==> src/rtl/serial_inst_loader_if.sv <==
// Instruction-memory write port between serial_inst_loader and the memory.
//   master : driven by the loader (mem_we, mem_addr, mem_wdata)
//   slave  : observed by the instruction memory
interface serial_inst_loader_if #(
    parameter int unsigned DATA_W = 32,
    parameter int unsigned ADDR_W = 8
);
    logic              mem_we;
    logic [ADDR_W-1:0] mem_addr;
    logic [DATA_W-1:0] mem_wdata;

    modport master (output mem_we, output mem_addr, output mem_wdata);
    modport slave  (input  mem_we, input  mem_addr, input  mem_wdata);
endinterface

==> src/rtl/serial_inst_loader.sv <==
// serial_inst_loader: deserialises an LSB-first, LANES-wide instruction stream
// (qualified by iwen, clocked by a slow pin sclk) into DATA_W-bit words and
// writes them to instruction memory at auto-incrementing addresses.
// Ports:
//   clk, rst        system clock, synchronous active-high reset
//   iwen, sclk      asynchronous pin inputs (load enable, serial clock)
//   sdata[LANES]    serial data, lane k carries bit n*LANES+k on edge n
//   mem             memory write port (mem_we, mem_addr, mem_wdata)
//   word_cnt        words written in the current session
//   busy, done      session active / one-cycle end-of-session pulse
//   overflow        sticky, a word was dropped because memory was full
//   parity_err      sticky parity mismatch (only with LOADER_PARITY_EN)
// Optional feature: define LOADER_PARITY_EN to require an even-parity bit on
// sdata[0] after every word; mismatching words are not written.
module serial_inst_loader #(
    parameter int unsigned DATA_W      = 32,
    parameter int unsigned LANES       = 1,
    parameter int unsigned ADDR_W      = 8,
    parameter int unsigned START_ADDR  = 0,
    parameter int unsigned SYNC_STAGES = 2
) (
    input  logic                  clk,
    input  logic                  rst,
    input  logic                  iwen,
    input  logic                  sclk,
    input  logic [LANES-1:0]      sdata,
    serial_inst_loader_if.master  mem,
    output logic [ADDR_W:0]       word_cnt,
    output logic                  busy,
    output logic                  done,
`ifdef LOADER_PARITY_EN
    output logic                  parity_err,
`endif
    output logic                  overflow
);
    localparam int unsigned BEATS    = DATA_W / LANES;
    localparam int unsigned CNT_W    = (BEATS > 1) ? $clog2(BEATS) : 1;
    localparam int unsigned CAPACITY = (1 << ADDR_W) - START_ADDR;

    typedef enum logic [1:0] {
        IDLE,
        SHIFT,
`ifdef LOADER_PARITY_EN
        PARITY,
`endif
        WRITE
    } state_e;

    state_e                             state_q, state_d;
    logic [SYNC_STAGES-1:0]             iwen_sync_q, iwen_sync_d;
    logic [SYNC_STAGES-1:0]             sclk_sync_q, sclk_sync_d;
    logic [SYNC_STAGES-1:0][LANES-1:0]  sdata_sync_q, sdata_sync_d;
    logic                               iwen_prev_q, iwen_prev_d;
    logic                               sclk_prev_q, sclk_prev_d;
    logic [CNT_W-1:0]                   bit_cnt_q, bit_cnt_d;
    logic [DATA_W-1:0]                  shift_q, shift_d;
    logic                               mem_we_q, mem_we_d;
    logic [ADDR_W-1:0]                  mem_addr_q, mem_addr_d;
    logic [DATA_W-1:0]                  mem_wdata_q, mem_wdata_d;
    logic [ADDR_W:0]                    word_cnt_q, word_cnt_d;
    logic                               busy_q, busy_d;
    logic                               done_q, done_d;
    logic                               overflow_q, overflow_d;
    logic                               parity_err_q, parity_err_d;

    logic             iwen_s, sclk_s;
    logic [LANES-1:0] sdata_s;
    logic             iwen_rise, iwen_fall, sclk_rise, full;

    // All three pins are taken from the same synchroniser stage so they stay aligned.
    assign iwen_s    = iwen_sync_q[SYNC_STAGES-1];
    assign sclk_s    = sclk_sync_q[SYNC_STAGES-1];
    assign sdata_s   = sdata_sync_q[SYNC_STAGES-1];
    assign iwen_rise = iwen_s & ~iwen_prev_q;
    assign iwen_fall = ~iwen_s & iwen_prev_q;
    assign sclk_rise = sclk_s & ~sclk_prev_q;
    assign full      = (word_cnt_q == (ADDR_W+1)'(CAPACITY));

    // Next-state and output computation.
    always_comb begin
        state_d      = state_q;
        iwen_sync_d  = {iwen_sync_q[SYNC_STAGES-2:0], iwen};
        sclk_sync_d  = {sclk_sync_q[SYNC_STAGES-2:0], sclk};
        sdata_sync_d = {sdata_sync_q[SYNC_STAGES-2:0], sdata};
        iwen_prev_d  = iwen_s;
        sclk_prev_d  = sclk_s;
        bit_cnt_d    = bit_cnt_q;
        shift_d      = shift_q;
        mem_we_d     = 1'b0;
        mem_addr_d   = mem_addr_q;
        mem_wdata_d  = mem_wdata_q;
        word_cnt_d   = word_cnt_q;
        busy_d       = busy_q;
        done_d       = 1'b0;
        overflow_d   = overflow_q;
        parity_err_d = parity_err_q;

        // Address/count advance the cycle after a write; the address saturates.
        if (mem_we_q) begin
            word_cnt_d = word_cnt_q + (ADDR_W+1)'(1);
            if (mem_addr_q != {ADDR_W{1'b1}}) begin
                mem_addr_d = mem_addr_q + ADDR_W'(1);
            end
        end

        case (state_q)
            IDLE: begin
                if (iwen_rise) begin
                    state_d      = SHIFT;
                    mem_addr_d   = ADDR_W'(START_ADDR);
                    word_cnt_d   = '0;
                    overflow_d   = 1'b0;
                    parity_err_d = 1'b0;
                    bit_cnt_d    = '0;
                    busy_d       = 1'b1;
                end
            end
            SHIFT: begin
                if (iwen_fall) begin
                    state_d   = IDLE;
                    bit_cnt_d = '0;
                    busy_d    = 1'b0;
                    done_d    = 1'b1;
                end else if (sclk_rise) begin
                    shift_d = {sdata_s, shift_q[DATA_W-1:LANES]};
                    if (bit_cnt_q == CNT_W'(BEATS-1)) begin
                        bit_cnt_d = '0;
`ifdef LOADER_PARITY_EN
                        state_d   = PARITY;
`else
                        state_d   = WRITE;
`endif
                    end else begin
                        bit_cnt_d = bit_cnt_q + CNT_W'(1);
                    end
                end
            end
`ifdef LOADER_PARITY_EN
            PARITY: begin
                if (iwen_fall) begin
                    state_d   = IDLE;
                    bit_cnt_d = '0;
                    busy_d    = 1'b0;
                    done_d    = 1'b1;
                end else if (sclk_rise) begin
                    // Even parity: word bits plus parity bit must XOR to zero.
                    if ((^shift_q) ^ sdata_s[0]) begin
                        parity_err_d = 1'b1;
                        state_d      = SHIFT;
                    end else begin
                        state_d      = WRITE;
                    end
                end
            end
`endif
            WRITE: begin
                if (full) begin
                    overflow_d  = 1'b1;
                end else begin
                    mem_we_d    = 1'b1;
                    mem_wdata_d = shift_q;
                end
                // A write already under way completes even if iwen drops now.
                if (iwen_fall) begin
                    state_d   = IDLE;
                    bit_cnt_d = '0;
                    busy_d    = 1'b0;
                    done_d    = 1'b1;
                end else begin
                    state_d   = SHIFT;
                end
            end
            default: state_d = IDLE;
        endcase
    end

    // State and output registers.
    always_ff @(posedge clk) begin
        if (rst) begin
            state_q      <= IDLE;
            iwen_sync_q  <= '0;
            sclk_sync_q  <= '0;
            sdata_sync_q <= '0;
            iwen_prev_q  <= 1'b0;
            sclk_prev_q  <= 1'b0;
            bit_cnt_q    <= '0;
            shift_q      <= '0;
            mem_we_q     <= 1'b0;
            mem_addr_q   <= ADDR_W'(START_ADDR);
            mem_wdata_q  <= '0;
            word_cnt_q   <= '0;
            busy_q       <= 1'b0;
            done_q       <= 1'b0;
            overflow_q   <= 1'b0;
            parity_err_q <= 1'b0;
        end else begin
            state_q      <= state_d;
            iwen_sync_q  <= iwen_sync_d;
            sclk_sync_q  <= sclk_sync_d;
            sdata_sync_q <= sdata_sync_d;
            iwen_prev_q  <= iwen_prev_d;
            sclk_prev_q  <= sclk_prev_d;
            bit_cnt_q    <= bit_cnt_d;
            shift_q      <= shift_d;
            mem_we_q     <= mem_we_d;
            mem_addr_q   <= mem_addr_d;
            mem_wdata_q  <= mem_wdata_d;
            word_cnt_q   <= word_cnt_d;
            busy_q       <= busy_d;
            done_q       <= done_d;
            overflow_q   <= overflow_d;
            parity_err_q <= parity_err_d;
        end
    end

    assign mem.mem_we    = mem_we_q;
    assign mem.mem_addr  = mem_addr_q;
    assign mem.mem_wdata = mem_wdata_q;
    assign word_cnt      = word_cnt_q;
    assign busy          = busy_q;
    assign done          = done_q;
    assign overflow      = overflow_q;
`ifdef LOADER_PARITY_EN
    assign parity_err    = parity_err_q;
`else
    logic unused_parity;
    assign unused_parity = parity_err_q;
`endif
endmodule

==> src/flat_wrapper.sv <==
// flat-port wrapper written by rule: the top's interface ports become plain ports
module serial_inst_loader_flat 
#(
    parameter int unsigned DATA_W      = 32,
    parameter int unsigned LANES       = 1,
    parameter int unsigned ADDR_W      = 8,
    parameter int unsigned START_ADDR  = 0,
    parameter int unsigned SYNC_STAGES = 2
)
  (clk, rst, iwen, sclk, sdata, word_cnt, busy, done, overflow, mem_mem_we, mem_mem_addr, mem_mem_wdata);
  serial_inst_loader_if #(.DATA_W(DATA_W), .ADDR_W(ADDR_W)) mem_i ();
  input  logic clk;
  input  logic rst;
  input  logic iwen;
  input  logic sclk;
  input  logic [LANES-1:0] sdata;
  output logic [ADDR_W:0] word_cnt;
  output logic busy;
  output logic done;
  output logic overflow;
  output wire logic [$bits(mem_i.mem_we)-1:0] mem_mem_we;
  output wire logic [$bits(mem_i.mem_addr)-1:0] mem_mem_addr;
  output wire logic [$bits(mem_i.mem_wdata)-1:0] mem_mem_wdata;
  assign mem_mem_we = mem_i.mem_we;
  assign mem_mem_addr = mem_i.mem_addr;
  assign mem_mem_wdata = mem_i.mem_wdata;
  serial_inst_loader #(.DATA_W(DATA_W), .LANES(LANES), .ADDR_W(ADDR_W), .START_ADDR(START_ADDR), .SYNC_STAGES(SYNC_STAGES)) u_core (.clk(clk), .rst(rst), .iwen(iwen), .sclk(sclk), .sdata(sdata), .mem(mem_i), .word_cnt(word_cnt), .busy(busy), .done(done), .overflow(overflow));
endmodule
==> config.mk <==
export PLATFORM = sky130hd
export DESIGN_NAME = serial_inst_loader_flat
export DESIGN_NICKNAME = d
export VERILOG_FILES = /design/src/rtl/serial_inst_loader_if.sv /design/src/rtl/serial_inst_loader.sv /design/src/flat_wrapper.sv
export SDC_FILE = /design/constraint.sdc
export NUM_CORES = 1
export LEC_CHECK = 0
export ABC_AREA = 1
export BUFFER_PORTS_ARGS = -buffer_cell sky130_fd_sc_hd__clkbuf_2
export CAP_MARGIN = 20
export CORE_MARGIN = 2
export CORE_UTILIZATION = 60
export CTS_CLUSTER_DIAMETER = 60
export DETAILED_ROUTE_END_ITERATION = 16
export PLACE_DENSITY = 0.85
export SYNTH_ARGS = -nofsm -noshare
export SYNTH_HDL_FRONTEND = slang
export SYNTH_SLANG_ARGS = --single-unit
==> constraint.sdc <==
create_clock -name clk -period 2 [get_ports clk]
set_input_delay 0 -clock clk [delete_from_list [all_inputs] [get_ports clk]]
set_output_delay 0 -clock clk [all_outputs]
set_load 0.01 [all_outputs]
# Word level (Yosys, flattened, before mapping)
# Cells that the tools add are included.
# word_totals
reg_bits	100
input_bits	5
out_inout_bits	53
wordCells	80
# op_classes
n_addsub	3
n_eq_ne	11
mux	27
bitwise	10
n_reduce_logical	13
# op_table
op	n
8-bit 2-to-1 mux	4
9-bit 2-to-1 mux	3
5-bit 2-to-1 mux	5
5-bit one-hot mux with 3 select lines	1
3-bit AND reduction	4
9-bit by 1-bit adder with 9-bit output (second input constant)	1
9-bit equality test (second input constant)	1
8-bit by 1-bit adder with 8-bit output (second input constant)	1
2-bit 2-to-1 mux	4
2-bit by 1-bit != test with 1-bit output (second input constant)	4
8-bit != test (second input constant)	1
1-bit 2-to-1 mux	7
1-bit NOT	7
3-bit by 1-bit != test with 1-bit output (second input constant)	2
2-bit one-hot mux with 3 select lines	1
2-bit OR reduction	3
5-bit by 1-bit adder with 5-bit output (second input constant)	1
5-bit equality test (second input constant)	1
1-bit one-hot mux with 2 select lines	2
4-bit AND reduction	1
2-bit nonzero test	2
1-bit AND	3
3-bit nonzero test	1
2-bit by 1-bit equality test with 1-bit output (second input constant)	1
3 further kinds	3

# Depth between registers and ports, before layout
# depth
depth_word	5
depth_mapped	10
ltp_nobuf	10

# Worst setup path before layout
# No wires, ideal clock.
# synth_path
kind	reg2reg
startpoint	reg u_core.word_cnt_q[0] (netlist: u_core.word_cnt[0])
endpoint	reg u_core.mem_wdata_q[23] (netlist: u_core.mem.mem_wdata[23])
setup_time_ns	0.116
arrival_ns	1.296
required_time_ns	1.884
setup_slack_ns	0.588
path_stages_with_launch	10
period_less_slack_ns	1.412
cell_sequence	dfxtp_1 -> inv_1 -> ha_1 -> nand2_1 -> inv_1 -> nand4_1 -> nand2_2 -> buf_2 -> o21ai_0 -> nor2_1
# synth_between
elab_chain_len	3
# synth_lines
element	line	text
from (decl)	serial_inst_loader.sv:60	logic [ADDR_W:0] word_cnt_q, word_cnt_d;
from (signal assigned)	serial_inst_loader.sv:208	word_cnt_q <= word_cnt_d;
9-bit equality test	serial_inst_loader.sv:77	assign full = (word_cnt_q == (ADDR_W+1)'(CAPACITY));
1-bit NOT (no line)	-	
2-bit AND reduction (no line)	-	
to (signal assigned)	serial_inst_loader.sv:207	mem_wdata_q <= mem_wdata_d;
to (decl)	serial_inst_loader.sv:59	logic [DATA_W-1:0] mem_wdata_q, mem_wdata_d;
# No other way between the ends.
# A chain may end at the register's enable or synchronous reset.

# Final worst setup path
# layout_path
startpoint	reg u_core.word_cnt_q[0] (netlist: u_core.word_cnt[0])
endpoint	reg u_core.mem_wdata_q[3] (netlist: u_core.mem.mem_wdata[3])
# The elaborated chain is that of the path after synthesis.

==> impl_metrics.ini <==
[synthesis]
syn_inst = 514
synth_seq_cells = 100
async_reset_ff_share_pct = 0
synth_seq_area_share_pct = 49.4
synth-edff-count = 0
syn_nets = 529
synth.most_common_cell = nor2_1
synth_largest_area_cell = dfxtp_1
synthFlopType = dfxtp_1
avgSynthCellArea_um2 = 7.88
synth_common_cells = 160 x nor2_1, 100 x dfxtp_1, 69 x o21ai_0
yosys_warnings = 0
synthTopCellsByArea = dfxtp_1 49%, nor2_1 15%, o21ai_0 8.5%
synth_area_um2 = 4050
synth.top_cell.area_share_pct = 49.4
synth_cell_types = 35

[timing]
max_freq_mhz = 573
rsz0062_at_grt = false
fin_worst_skew_ns = 0.00867
slew_headroom_pct = 62.1
tightest_slew_ns = 0.568
setup_viol = 0
finalSetupTns_ns = 0
timing.hold.ws_ns = 0.00997
final-hold-violation-count = 0
finalMaxSlewViolations = 0
finalCriticalPeriod_ns = 1.75
fin_crit_sh_pct = 87.3

[critical_path]
cp_data_required_time_ns = 2.29
path_cells = inv_1 > ha_1 > nand2_1 > inv_1 > nand4_1 > nand2_2 > inv_2 > nor2_1 > nor2_1
cp_top_family = buffers and inverters
rr_worst_depth = 9
critPathCaptureType = register
path_class = register to register
critPathArrivalTime_ns = 2.04
cp_num_buf_inv = 3
cpMaxStageDelayCell = inv_2
reg2reg_setup_slack_ns = 0.25
crit_path_start_kind = register
crit_path_max_fanout = 32
cp.depth = 9
max_stage_delay_ns = 0.44

[global_routing]
grt_pass1_wl_um = 13300
first_global_vias = 3107
antenna_found_initial = 0
globalRoute.totalOverflow = 0
grt_max_degree = 39
grtUsageTotal_pct = 22.0

[clock_tree]
cts_tree = built
cts.path.max_buffers = 2
insertion_delay_ns = 0.36
cts_resized = 0
htree_levels = 3
cts.sinks = 100
cts-root-buf = clkbuf_8
cts.reportedPaths.clkPinSlew_ns = 0.10
numCtsBuffers = 9
holdBufCountCts = 3
post_cts_buffers = 0

[pwr]
sequentialPowerShare_pct = 48.6
p_sw_uw = 1770
p_comb_share_pct = 26.1
power_density_nw_per_um2 = 1150
total_power_uw = 5220
switching_share_pct = 33.9
clkPwrFrac_pct = 25.3
max-vdd-ir-drop_v = 0.000800
cellLeakagePower_uw = 0.00211
p_int_uw = 3450

[min_path]
whs_path_depth = 2
hp-class = input port to register

[die]
core_um2 = 6420
die_x_um = 86.2
pin_count = 58
die_area_um2 = 7430
start_util_pct = 63.1
chipHeight_um = 86.2
rows = 29

[final_layout]
nets = 583
num-fill-cells = 510
drive_gt1_share_pct = 19.9
fin_area_um2 = 4540
seqCellArea_um2 = 2000
antenna_cells = 0
multi_input_area_um2 = 1740
syn2layout_area_growth_pct = 12.0

[place]
dp.final_hpwl_um = 5170
portBuffers = 57
dpl-instance-area_um2 = 4300
gp_congestion = 0.847

[route]
viasPerCell = 5.10
dr_total_vias = 3315
post_drt_wl_per_cell_um = 11.8
first_pass_iters = 4
routed_wl_um = 7650
drt_iter0_markers = 167
route.detailed.drc = 0
drtAntennaViolNets = 0

[run_status]
status = finished, final reports clean

[job]
maxCapViolCount = 0
[cells in the final DEF (no fill, tap or decap), types with 3 or more instances in the layout]
cell type,instances
nor2_1,160
dfxtp_1,100
o21ai_0,69
clkbuf_2,57
nand2_1,43
inv_1,31
nor2_2,13
nand3_1,12
a21oi_1,11
ha_1,10
clkbuf_8,9
o21ai_1,6
nand4_1,6
inv_2,5
nand2_2,4
buf_4,4
nand2_4,3
or2_2,3
inv_8,3
dlygate4sd3_1,3
[per-stage QoR]
stage          std cells  util, %  setup WS [ns]
2_1_floorplan        514        -          0.588
3_3_place_gp         631     67.0          0.451
3_5_place_dp         631     67.0          0.362
4_1_cts              650     70.6          0.251
5_1_grt              650     70.6          0.106
6_report             650     70.6          0.254
[kinds of logic (layout without fill, tap and decap cells)]
group                      Yosys count  count (layout)  synth area share (%)
AOI/OAI and AO/OA                   92              92                  12.0
xor gates and xnor gates             4               4                 0.865
adders and majority gates           10              10                  3.09
buffers and inverters               58             117                  7.63
DFF                                100             100                  49.4
and+or+nand+nor                    250             250                  27.0
[flip-flops by register name, summed over array words and instances, names as in the netlist, 2 cells and up]
| name | flops |
|---|---|
| u_core.bit_cnt_q | 5 |
| u_core.iwen_sync_q | 2 |
| u_core.mem.mem_addr | 8 |
| u_core.mem.mem_wdata | 32 |
| u_core.sclk_sync_q | 2 |
| u_core.shift_q | 32 |
| u_core.state_q | 2 |
| u_core.word_cnt | 9 |
[final timing paths]
check	from	endpoint
setup / recovery	u_core.word_cnt[0]$_SDFF_PP0_	u_core.mem.mem_wdata[3]$_SDFFE_PP0P_
hold / removal	rst	u_core.bit_cnt_q[2]$_SDFFE_PP0P_
setup reg to reg	u_core.word_cnt[0]$_SDFF_PP0_	u_core.mem.mem_wdata[3]$_SDFFE_PP0P_
hold reg to reg	u_core.iwen_sync_q[0]$_SDFF_PP0_	u_core.iwen_sync_q[1]$_SDFF_PP0_
[power by group through the flow]
stage | Sequential [µW] | Clock, µW | Combinational (µW)
2_1_floorplan | 2670 | 0 | 853
3_3_place_gp | 2560 | 0 | 1320
3_5_place_dp | 2580 | 0 | 1370
4_1_cts | 2540 | 1340 | 1380
5_1_grt | 2580 | 1430 | 1550
6_report | 2540 | 1320 | 1360
[area by class of cell]
cell class	count	share of cell area (%)
clock buffers	9	2.73
inverters	37	3.23
clock inverters	7	1.82
repair buffers	64	7.61
flip-flops and latches	100	44.1
multi-input cells	356	38.4
well taps	77	2.12
[routing by layer]
metal | up-vias | wire (µm) | GRT usage [%]
met1 | 1517 | 3560 | 26.2
met4 | 0 | 96 | 7.95
li1 | 1732 | - | -
met5 | - | 0 | 0
met3 | 9 | 290 | 5.52
met2 | 57 | 3710 | 38.5
[worst register-to-register path, stage by stage (launching register included)]
cell	delay [ns]
dfxtp_1	0.40
inv_1	0.11
ha_1	0.22
nand2_1	0.07
inv_1	0.05
nand4_1	0.08
nand2_2	0.08
inv_2	0.44
nor2_1	0.10
nor2_1	0.13
Power figures use the tool's default switching activity.
